File: src/rtl/mux8way_rr_if.sv
// Handshake bundle for the 8-way round-robin fan-in mux: eight request channels in,
// one tagged output stream out.
interface mux8way_rr_if #(
    parameter int unsigned WIDTH = 8
);
    logic [7:0]         in_valid;
    logic [8*WIDTH-1:0] in_data;
    logic [7:0]         in_ready;
    logic               out_valid;
    logic [WIDTH-1:0]   out_data;
    logic [2:0]         out_sel;
    logic               out_ready;

    // Mux side of the bundle.
    modport slave (
        input  in_valid,
        input  in_data,
        output in_ready,
        output out_valid,
        output out_data,
        output out_sel,
        input  out_ready
    );

    // Source/sink side of the bundle.
    modport master (
        output in_valid,
        output in_data,
        input  in_ready,
        input  out_valid,
        input  out_data,
        input  out_sel,
        output out_ready
    );
endinterface

File: src/rtl/mux8way_rr.sv
// 8-to-1 round-robin fan-in with a single registered output stage; each word is tagged with
// its source channel index so a downstream demux can route responses back.
module mux8way_rr #(
    parameter int unsigned WIDTH = 8
) (
    input logic          clk,
    input logic          reset,
    mux8way_rr_if.slave  bus
);
    typedef enum logic {StEmpty, StFull} state_e;

    state_e             state_q, state_d;
    logic [2:0]         ptr_q, ptr_d;
    logic [WIDTH-1:0]   data_q, data_d;
    logic [2:0]         sel_q, sel_d;

    logic               found;
    logic [2:0]         grant;
    logic [2:0]         idx;
    logic               can_load;
    logic               load;

    // First requesting channel at or after ptr_q, wrapping through 3-bit overflow.
    always_comb begin
        found = 1'b0;
        grant = ptr_q;
        idx   = '0;
        for (int k = 0; k < 8; k++) begin
            idx = ptr_q + 3'(k);
            if (!found && bus.in_valid[idx]) begin
                found = 1'b1;
                grant = idx;
            end
        end
    end

    assign can_load = (state_q == StEmpty) || bus.out_ready;
    assign load     = found && can_load && !reset;

    always_comb begin
        state_d = state_q;
        ptr_d   = ptr_q;
        data_d  = data_q;
        sel_d   = sel_q;

        unique case (state_q)
            StEmpty: if (load) state_d = StFull;
            StFull:  if (bus.out_ready && !load) state_d = StEmpty;
            default: state_d = StEmpty;
        endcase

        if (load) begin
            sel_d = grant;
            ptr_d = grant + 3'd1;
            for (int i = 0; i < 8; i++) begin
                if (grant == 3'(i)) data_d = bus.in_data[i*WIDTH +: WIDTH];
            end
        end
    end

    always_ff @(posedge clk) begin
        if (reset) begin
            state_q <= StEmpty;
            ptr_q   <= '0;
            data_q  <= '0;
            sel_q   <= '0;
        end else begin
            state_q <= state_d;
            ptr_q   <= ptr_d;
            data_q  <= data_d;
            sel_q   <= sel_d;
        end
    end

    assign bus.in_ready  = load ? (8'b1 << grant) : 8'b0;
    assign bus.out_valid = (state_q == StFull);
    assign bus.out_data  = data_q;
    assign bus.out_sel   = sel_q;
endmodule

File: src/flat_wrapper.sv
// flat-port wrapper written by rule: the top's interface ports become plain ports
module mux8way_rr_flat 
#(
    parameter int unsigned WIDTH = 8
)
  (clk, reset, bus_in_valid, bus_in_data, bus_in_ready, bus_out_valid, bus_out_data, bus_out_sel, bus_out_ready);
  mux8way_rr_if #(.WIDTH(WIDTH)) bus_i ();
  input logic clk;
  input logic reset;
  input wire logic [$bits(bus_i.in_valid)-1:0] bus_in_valid;
  input wire logic [$bits(bus_i.in_data)-1:0] bus_in_data;
  output wire logic [$bits(bus_i.in_ready)-1:0] bus_in_ready;
  output wire logic [$bits(bus_i.out_valid)-1:0] bus_out_valid;
  output wire logic [$bits(bus_i.out_data)-1:0] bus_out_data;
  output wire logic [$bits(bus_i.out_sel)-1:0] bus_out_sel;
  input wire logic [$bits(bus_i.out_ready)-1:0] bus_out_ready;
  assign bus_i.in_valid = bus_in_valid;
  assign bus_i.in_data = bus_in_data;
  assign bus_in_ready = bus_i.in_ready;
  assign bus_out_valid = bus_i.out_valid;
  assign bus_out_data = bus_i.out_data;
  assign bus_out_sel = bus_i.out_sel;
  assign bus_i.out_ready = bus_out_ready;
  mux8way_rr #(.WIDTH(WIDTH)) u_core (.clk(clk), .reset(reset), .bus(bus_i));
endmodule
File: config.mk
export PLATFORM = sky130hd
export DESIGN_NAME = mux8way_rr_flat
export DESIGN_NICKNAME = d
export VERILOG_FILES = /design/src/rtl/mux8way_rr_if.sv /design/src/rtl/mux8way_rr.sv /design/src/flat_wrapper.sv
export SDC_FILE = /design/constraint.sdc
export NUM_CORES = 1
export LEC_CHECK = 0
export ABC_CLOCK_PERIOD_IN_PS = 6800
export BUFFER_PORTS_ARGS = -buffer_cell sky130_fd_sc_hd__buf_4
export CAP_MARGIN = 30
export CELL_PAD_IN_SITES_DETAIL_PLACEMENT = 1
export CELL_PAD_IN_SITES_GLOBAL_PLACEMENT = 1
export CORE_MARGIN = 5
export CORE_UTILIZATION = 37
export CTS_CLUSTER_DIAMETER = 80
export DETAILED_ROUTE_END_ITERATION = 6
export PLACE_DENSITY_LB_ADDON = 0.1
export SETUP_SLACK_MARGIN = 0.15
export SKIP_LAST_GASP = 1
export SYNTH_ARGS = -nofsm -noshare
export SYNTH_HDL_FRONTEND = slang
export SYNTH_SLANG_ARGS = --single-unit
File: constraint.sdc
create_clock -name clk -period 6.8 [get_ports clk]
set_input_delay 0.34 -clock clk [delete_from_list [all_inputs] [get_ports clk]]
set_output_delay 0.34 -clock clk [all_outputs]
set_load 0.01 [all_outputs]
==> results of run 1 <==
==> stage by stage <==
step | setup WS, ps | hold WS (ps) | power (mW) | area (µm²)
3_3_place_gp | 1230 | 435.1 | 1.580 | 3342
4_1_cts | 999.5 | 334.9 | 1.686 | 3387
5_1_grt | 460.6 | 336.8 | 1.833 | 3387
3_5_place_dp | 1022 | 453.8 | 1.605 | 3342
6_report | 945.0 | 330.9 | 1.692 | 3387
2_1_floorplan | 1942 | 466.6 | 1.278 | 2699
==> synthesized netlist by cell type (3+ instances only) <==
cell / instances
o22a_1: 4
a31oi_1: 8
inv_1: 14
mux2_2: 3
ha_1: 4
a21oi_4: 3
mux2i_1: 15
o211ai_1: 21
nand3b_1: 3
buf_2: 3
a21oi_1: 21
dfxtp_1: 15
o21ai_0: 19
o31ai_1: 3
buf_4: 4
or3_1: 6
mux4_2: 4
buf_6: 8
nor3_1: 4
clkbuf_8: 3
mux4_1: 3
nand3_1: 12
a211oi_1: 3
nand2_1: 32
o2111ai_1: 10
nor2b_1: 5
nor2_1: 31
o22a_2: 11
o22ai_1: 3
==> critical path, cell delays in order, from the launching register on <==
cell	delay, ps
dfxtp_1	930
inv_1	230
ha_1	740
mux2i_1	250
a22oi_1	460
a21oi_4	140
o21a_2	240
nor3b_2	170
o32a_2	510
nor2_2	370
nor2_1	130
ha_1	420
nor2_1	740
o21ai_0	220
o211ai_1	210
==> cell type report <==
cell class	instances	area, µm²
fill	906	3789
multi-input combinational	283	2132
timing repair buffer	96	720.7
sequential	15	300.3
tap	99	123.9
inverter	16	65.06
clock buffer	4	45.04
==> layer usage <==
metal  GRT usage [%]  part of all wire [%]  vias up
li1                -                     -     1452
met2           35.39                    48       80
met3           2.289                   4.6        4
met5               0                     0        -
met1           30.56                    47     1466
met4           3.081                  0.29        0
==> cell families (layout without fill, tap and decap cells) <==
family	count (synthesis)	count (layout)
buffers and inverters	40	116
AOI/OAI and AO/OA	135	135
xor gates and xnor gates	4	4
and+or+nand+nor	114	114
DFF	15	15
muxes	26	26
adders and majority gates	4	4
==> registers in the layout (all words and copies together), names as in the netlist <==
| name | cells |
|---|---|
| u_core.bus.out_data | 8 |
| u_core.bus.out_sel | 3 |
| u_core.bus.out_valid | 1 |
| u_core.ptr_q | 3 |
==> layout by cell type (no fill, tap or decap), drive strengths merged, types with 10 or more instances in the layout <==
cell	instances
o22a	15
nor2	32
nand2	32
buf	96
nand3	13
o21ai	23
inv	15
a21oi	25
o211ai	21
o2111ai	10
dfxtp	15
mux2i	16
==> power by group <==
group          switching [mW]  leakage [nW]  internal [mW]
Sequential             0.0422         0.125          0.124
Combinational           0.878          1.20          0.575
Clock                  0.0318        0.0228         0.0415
==> how the worst max path moves through the flow <==
stage                                   endpoint  slack [ps]  cells past startpoint             from
after floorplan           u_core.bus.out_data[4]        1940                     22  u_core.ptr_q[0]
after global placement    u_core.bus.out_data[4]        1230                     16  u_core.ptr_q[0]
after detailed placement  u_core.bus.out_data[3]        1020                     14  u_core.ptr_q[0]
after CTS                 u_core.bus.out_data[5]        1000                     14  u_core.ptr_q[0]
after global routing      u_core.bus.out_data[6]         460                     18  u_core.ptr_q[0]
final                     u_core.bus.out_data[5]         950                     14  u_core.ptr_q[0]
==> flow_metrics.env, run 1 <==
export IMPL_nets=494
export IMPL_fp_dieW_um=95.41
export IMPL_fp_dieH_um=95.41
export IMPL_n_antenna_cell=0
export IMPL_worstMarginPinSlew_ps=928.3
export IMPL_vias=3002
export IMPL_clock_tree_htree_level_count=1
export IMPL_antenna_found_initial=0
export IMPL_synth_cell_types=77
export IMPL_drt_iter0_markers=207
export IMPL_drv_slew=0
export IMPL_layoutNonFillerInstCount=513
export IMPL_initial_core_util_pct=37.61
export IMPL_ctsHoldBuffers=0
export IMPL_worstSetupPathType="register to register"
export IMPL_row_count=31
export IMPL_hold_viol=0
export IMPL_grt_pass1_vias=3081
export IMPL_routed_wl_um=9918
export IMPL_drv_cap=0
export IMPL_arrival_ps=6030
export IMPL_finalCritPeriodShare_pct=86.10
export IMPL_cp_max_fo=24
export IMPL_grt_usage_pct=21.37
export IMPL_grt_pass1_wl_um=15480
export IMPL_die_area_um2=9102
export IMPL_post_drt_wl_per_cell_um=19.33
export IMPL_yosysWarnings=0
export IMPL_synth_simple_area_share_pct=22.81
export IMPL_yosys_top_cells_area="dfxtp_1 (11%), o211ai_1 (5.8%), mux2i_1 (5.6%)"
export IMPL_ys_ff_latch=15
export IMPL_synth_top_family_by_area="compound AO/OA/AOI/OAI gates"
export IMPL_relSlewSlack_pct=38.03
export IMPL_synth_edff_count=0
export IMPL_status="finished clean"
export IMPL_io_buffers=94
export IMPL_cts_buffers=3
export IMPL_gp_congestion=0.8486
export IMPL_muxShareOfSynthArea_pct=13.91
export IMPL_hpwlAfterDp_um=7879
export IMPL_root_buffer="clkbuf_8"
export IMPL_yosysTopAreaCellShare_pct=11.13
export IMPL_cts_resized=0
export IMPL_antenna_left=0
export IMPL_post_route_min_period_ps=5855
export IMPL_cp_end_kind="register"
export IMPL_whs_path_depth=3
export IMPL_reg2reg_depth=14
export IMPL_grt_ovfl_total=0
export IMPL_dr_pass1_iters=5
export IMPL_synthXorXnorAreaFrac_pct=1.298
export IMPL_setup_tns_ps=0
export IMPL_setup_viol=0
export IMPL_synth_compound_area_share_pct=38.94
export IMPL_tritoncts="done"
export IMPL_powerDensity_nw_per_um2=499.7
export IMPL_required_ps=6970
export IMPL_cp_start_kind="register"
export IMPL_syn_nets=417
export IMPL_worst_r2r_endpoint="u_core.bus.out_data[5]"
export IMPL_fmax_ghz=0.1708
export IMPL_synth_area_um2=2699
export IMPL_leakagePower_nw=1.350
export IMPL_synth_cells=338
export IMPL_path_clk_slew_ps=60
export IMPL_clock_path_buffers=2
export IMPL_worstHoldStart="bus_in_data[53]"
export IMPL_clkLatencyLatePin_ps=250
export IMPL_hp_class="primary input to register"
export IMPL_avgViaCountPerCell=5.852
export IMPL_drive_gt1_share_pct=36.23
export IMPL_core_area_um2=7176
export IMPL_async_flop_share_pct=0
export IMPL_r2r_start="u_core.ptr_q[0]"
export IMPL_ys_flop_type="dfxtp_1"
export IMPL_remaining_drc_errors=0
export IMPL_skew_ps=1.822
export IMPL_ir_drop_uv=350.3
export IMPL_fin_util_pct=47.20
export IMPL_ios=95
export IMPL_synthAdderAreaFrac_pct=1.854
export IMPL_ys_seq_area_share_pct=11.13
export IMPL_cts_setup_buffers=0
export IMPL_r2r_setup_slack_ps=950
export IMPL_cts_sinks=15
export IMPL_layout_area_overhead_vs_synth_pct=25.50
export IMPL_dp_cells=509
export IMPL_min_to="u_core.bus.out_data[5]"
export IMPL_grt_max_degree=26
export IMPL_rsz0062_at_grt="false"
export IMPL_synth_top_area_cell="dfxtp_1"
export IMPL_avgSynthCellArea_um2=7.985
Power figures use the tool's default switching activity.
==> run 2: changes to the inputs <==
--- a/config.mk
+++ b/config.mk
@@ -5,13 +5,13 @@
 export SDC_FILE = /design/constraint.sdc
 export NUM_CORES = 1
 export LEC_CHECK = 0
-export ABC_CLOCK_PERIOD_IN_PS = 6800
+export ABC_CLOCK_PERIOD_IN_PS = 7300
 export BUFFER_PORTS_ARGS = -buffer_cell sky130_fd_sc_hd__buf_4
 export CAP_MARGIN = 30
 export CELL_PAD_IN_SITES_DETAIL_PLACEMENT = 1
 export CELL_PAD_IN_SITES_GLOBAL_PLACEMENT = 1
 export CORE_MARGIN = 5
-export CORE_UTILIZATION = 37
+export CORE_UTILIZATION = 40
 export CTS_CLUSTER_DIAMETER = 80
 export DETAILED_ROUTE_END_ITERATION = 6
 export PLACE_DENSITY_LB_ADDON = 0.1
==> constraint.sdc (replaced) <==
create_clock -name clk -period 7.3 [get_ports clk]
set_input_delay 0.365 -clock clk [delete_from_list [all_inputs] [get_ports clk]]
set_output_delay 0.365 -clock clk [all_outputs]
set_load 0.01 [all_outputs]
==> run 2 against run 1 <==
Worst setup slack better by 450 ps. Routed wire length is 0.54% lower. Sequential cell count stayed put. Critical path type unchanged. Largest power group unchanged. Highest routed layer unchanged.
==> flow_metrics.env, run 2 (synthesized netlist as in run 1, its figures left out) <==
export IMPL_n_antenna_cell=0
export IMPL_status="finished clean"
export IMPL_cts_setup_buffers=0
export IMPL_layout_area_overhead_vs_synth_pct=24.43
export IMPL_grt_usage_pct=22.84
export IMPL_leakagePower_nw=1.349
export IMPL_hpwlAfterDp_um=7808
export IMPL_antenna_left=0
export IMPL_grt_ovfl_total=0
export IMPL_nets=494
export IMPL_core_area_um2=6681
export IMPL_clkLatencyLatePin_ps=250
export IMPL_setup_viol=0
export IMPL_clock_tree_htree_level_count=1
export IMPL_drive_gt1_share_pct=35.99
export IMPL_cts_resized=0
export IMPL_ios=95
export IMPL_cp_max_fo=24
export IMPL_io_buffers=94
export IMPL_routed_wl_um=9864
export IMPL_whs_path_depth=3
export IMPL_ctsHoldBuffers=0
export IMPL_arrival_ps=6080
export IMPL_largest_register_ff_count=8
export IMPL_hp_class="primary input to register"
export IMPL_powerDensity_nw_per_um2=467.7
export IMPL_remaining_drc_errors=0
export IMPL_grt_pass1_vias=3074
export IMPL_grt_max_degree=26
export IMPL_setup_tns_ps=0
export IMPL_fin_util_pct=50.26
export IMPL_layout_setup_ws_ps=1397
export IMPL_finalCritPeriodShare_pct=80.87
export IMPL_required_ps=7480
export IMPL_root_buffer="clkbuf_8"
export IMPL_cts_buffers=3
export IMPL_hold_viol=0
export IMPL_dr_pass1_iters=4
export IMPL_cts_sinks=15
export IMPL_grt_pass1_wl_um=15780
export IMPL_ir_drop_uv=280.8
export IMPL_drv_slew=0
export IMPL_reg2reg_depth=14
export IMPL_final_common_cell="buf_4"
export IMPL_skew_ps=2.210
export IMPL_fp_dieH_um=92.14
export IMPL_die_area_um2=8490
export IMPL_rsz0062_at_grt="false"
export IMPL_tritoncts="done"
export IMPL_nFillCells=846
export IMPL_gp_congestion=0.9123
export IMPL_cp_start_kind="register"
export IMPL_antenna_found_initial=0
export IMPL_row_count=30
export IMPL_relSlewSlack_pct=30.03
export IMPL_post_route_min_period_ps=5903
export IMPL_drv_cap=0
export IMPL_worstMarginPinSlew_ps=1041
export IMPL_fp_dieW_um=92.14
export IMPL_drt_iter0_markers=136
export IMPL_pre_cts_slack_ps=1415
export IMPL_vias=3036
export IMPL_cp_end_kind="register"
export IMPL_path_clk_slew_ps=60
export IMPL_worstSetupPathType="register to register"
export IMPL_final_cell_mix="buf_4 (96), nand2_1 (32), nor2_1 (31)"
export IMPL_clock_path_buffers=2
export IMPL_avgViaCountPerCell=6.146
export IMPL_fmax_ghz=0.1694
export IMPL_initial_core_util_pct=40.39
export IMPL_post_drt_wl_per_cell_um=19.97
export IMPL_r2r_setup_slack_ps=1400
==> run 2: cell counts in the layout (fill, tap and decap cells not counted) <==
No cell type changed its count.
==> run 2: cell type report <==
type | instances | area (µm²) | share of cell area [%]
clock buffer | 4 | 45.04 | 1.341
inverter | 16 | 65.06 | 1.937
multi-input combinational | 283 | 2127 | 63.34
sequential | 15 | 300.3 | 8.942
tap | 80 | 100.1 | 2.981
timing repair buffer | 96 | 720.7 | 21.46
==> run 2: critical path, cell delays in order (launching register included) <==
cell and delay, ps:
dfxtp_1 930, inv_1 220, ha_1 710, mux2i_1 260, a22oi_1 460, a21oi_4 150, o21a_2 250, nor3b_2 180
o32a_2 520, nor2_2 400, nor2_1 140, ha_1 420, nor2_1 690, o21ai_0 250, o211ai_1 220
==> run 2: metal layers <==
layer	GRT usage [%]	part of all wire [%]
met4	5.198	0.88
met1	31.98	46
met3	3.692	7.5
met2	36.68	46
met5	0	0
==> run 2: final timing paths <==
kind	startpoint	to
max	u_core.ptr_q[0]	u_core.bus.out_data[6]
min	bus_in_data[53]	u_core.bus.out_data[5]
max reg2reg	u_core.ptr_q[0]	u_core.bus.out_data[6]
min reg2reg	u_core.bus.out_sel[0]	u_core.bus.out_sel[0]
==> run 2: per-stage QoR <==
stage	std cells	cell area, µm²	total power, mW	hold WS [ps]
after CTS	494	3358	1.565	360.1
final	494	3358	1.571	358.8
after global placement	490	3313	1.467	434.9
after global routing	494	3358	1.702	377.9
after floorplan	338	2699	1.190	466.6
after detailed placement	490	3313	1.488	442.4
==> run 2: power breakdown <==
group,switching [mW],total (mW),internal [mW],leakage (nW)
Combinational,0.808,1.34,0.536,1.20
Sequential,0.0406,0.157,0.116,0.125
Clock,0.0314,0.0701,0.0387,0.0228
Total,0.880,1.57,0.690,1.35
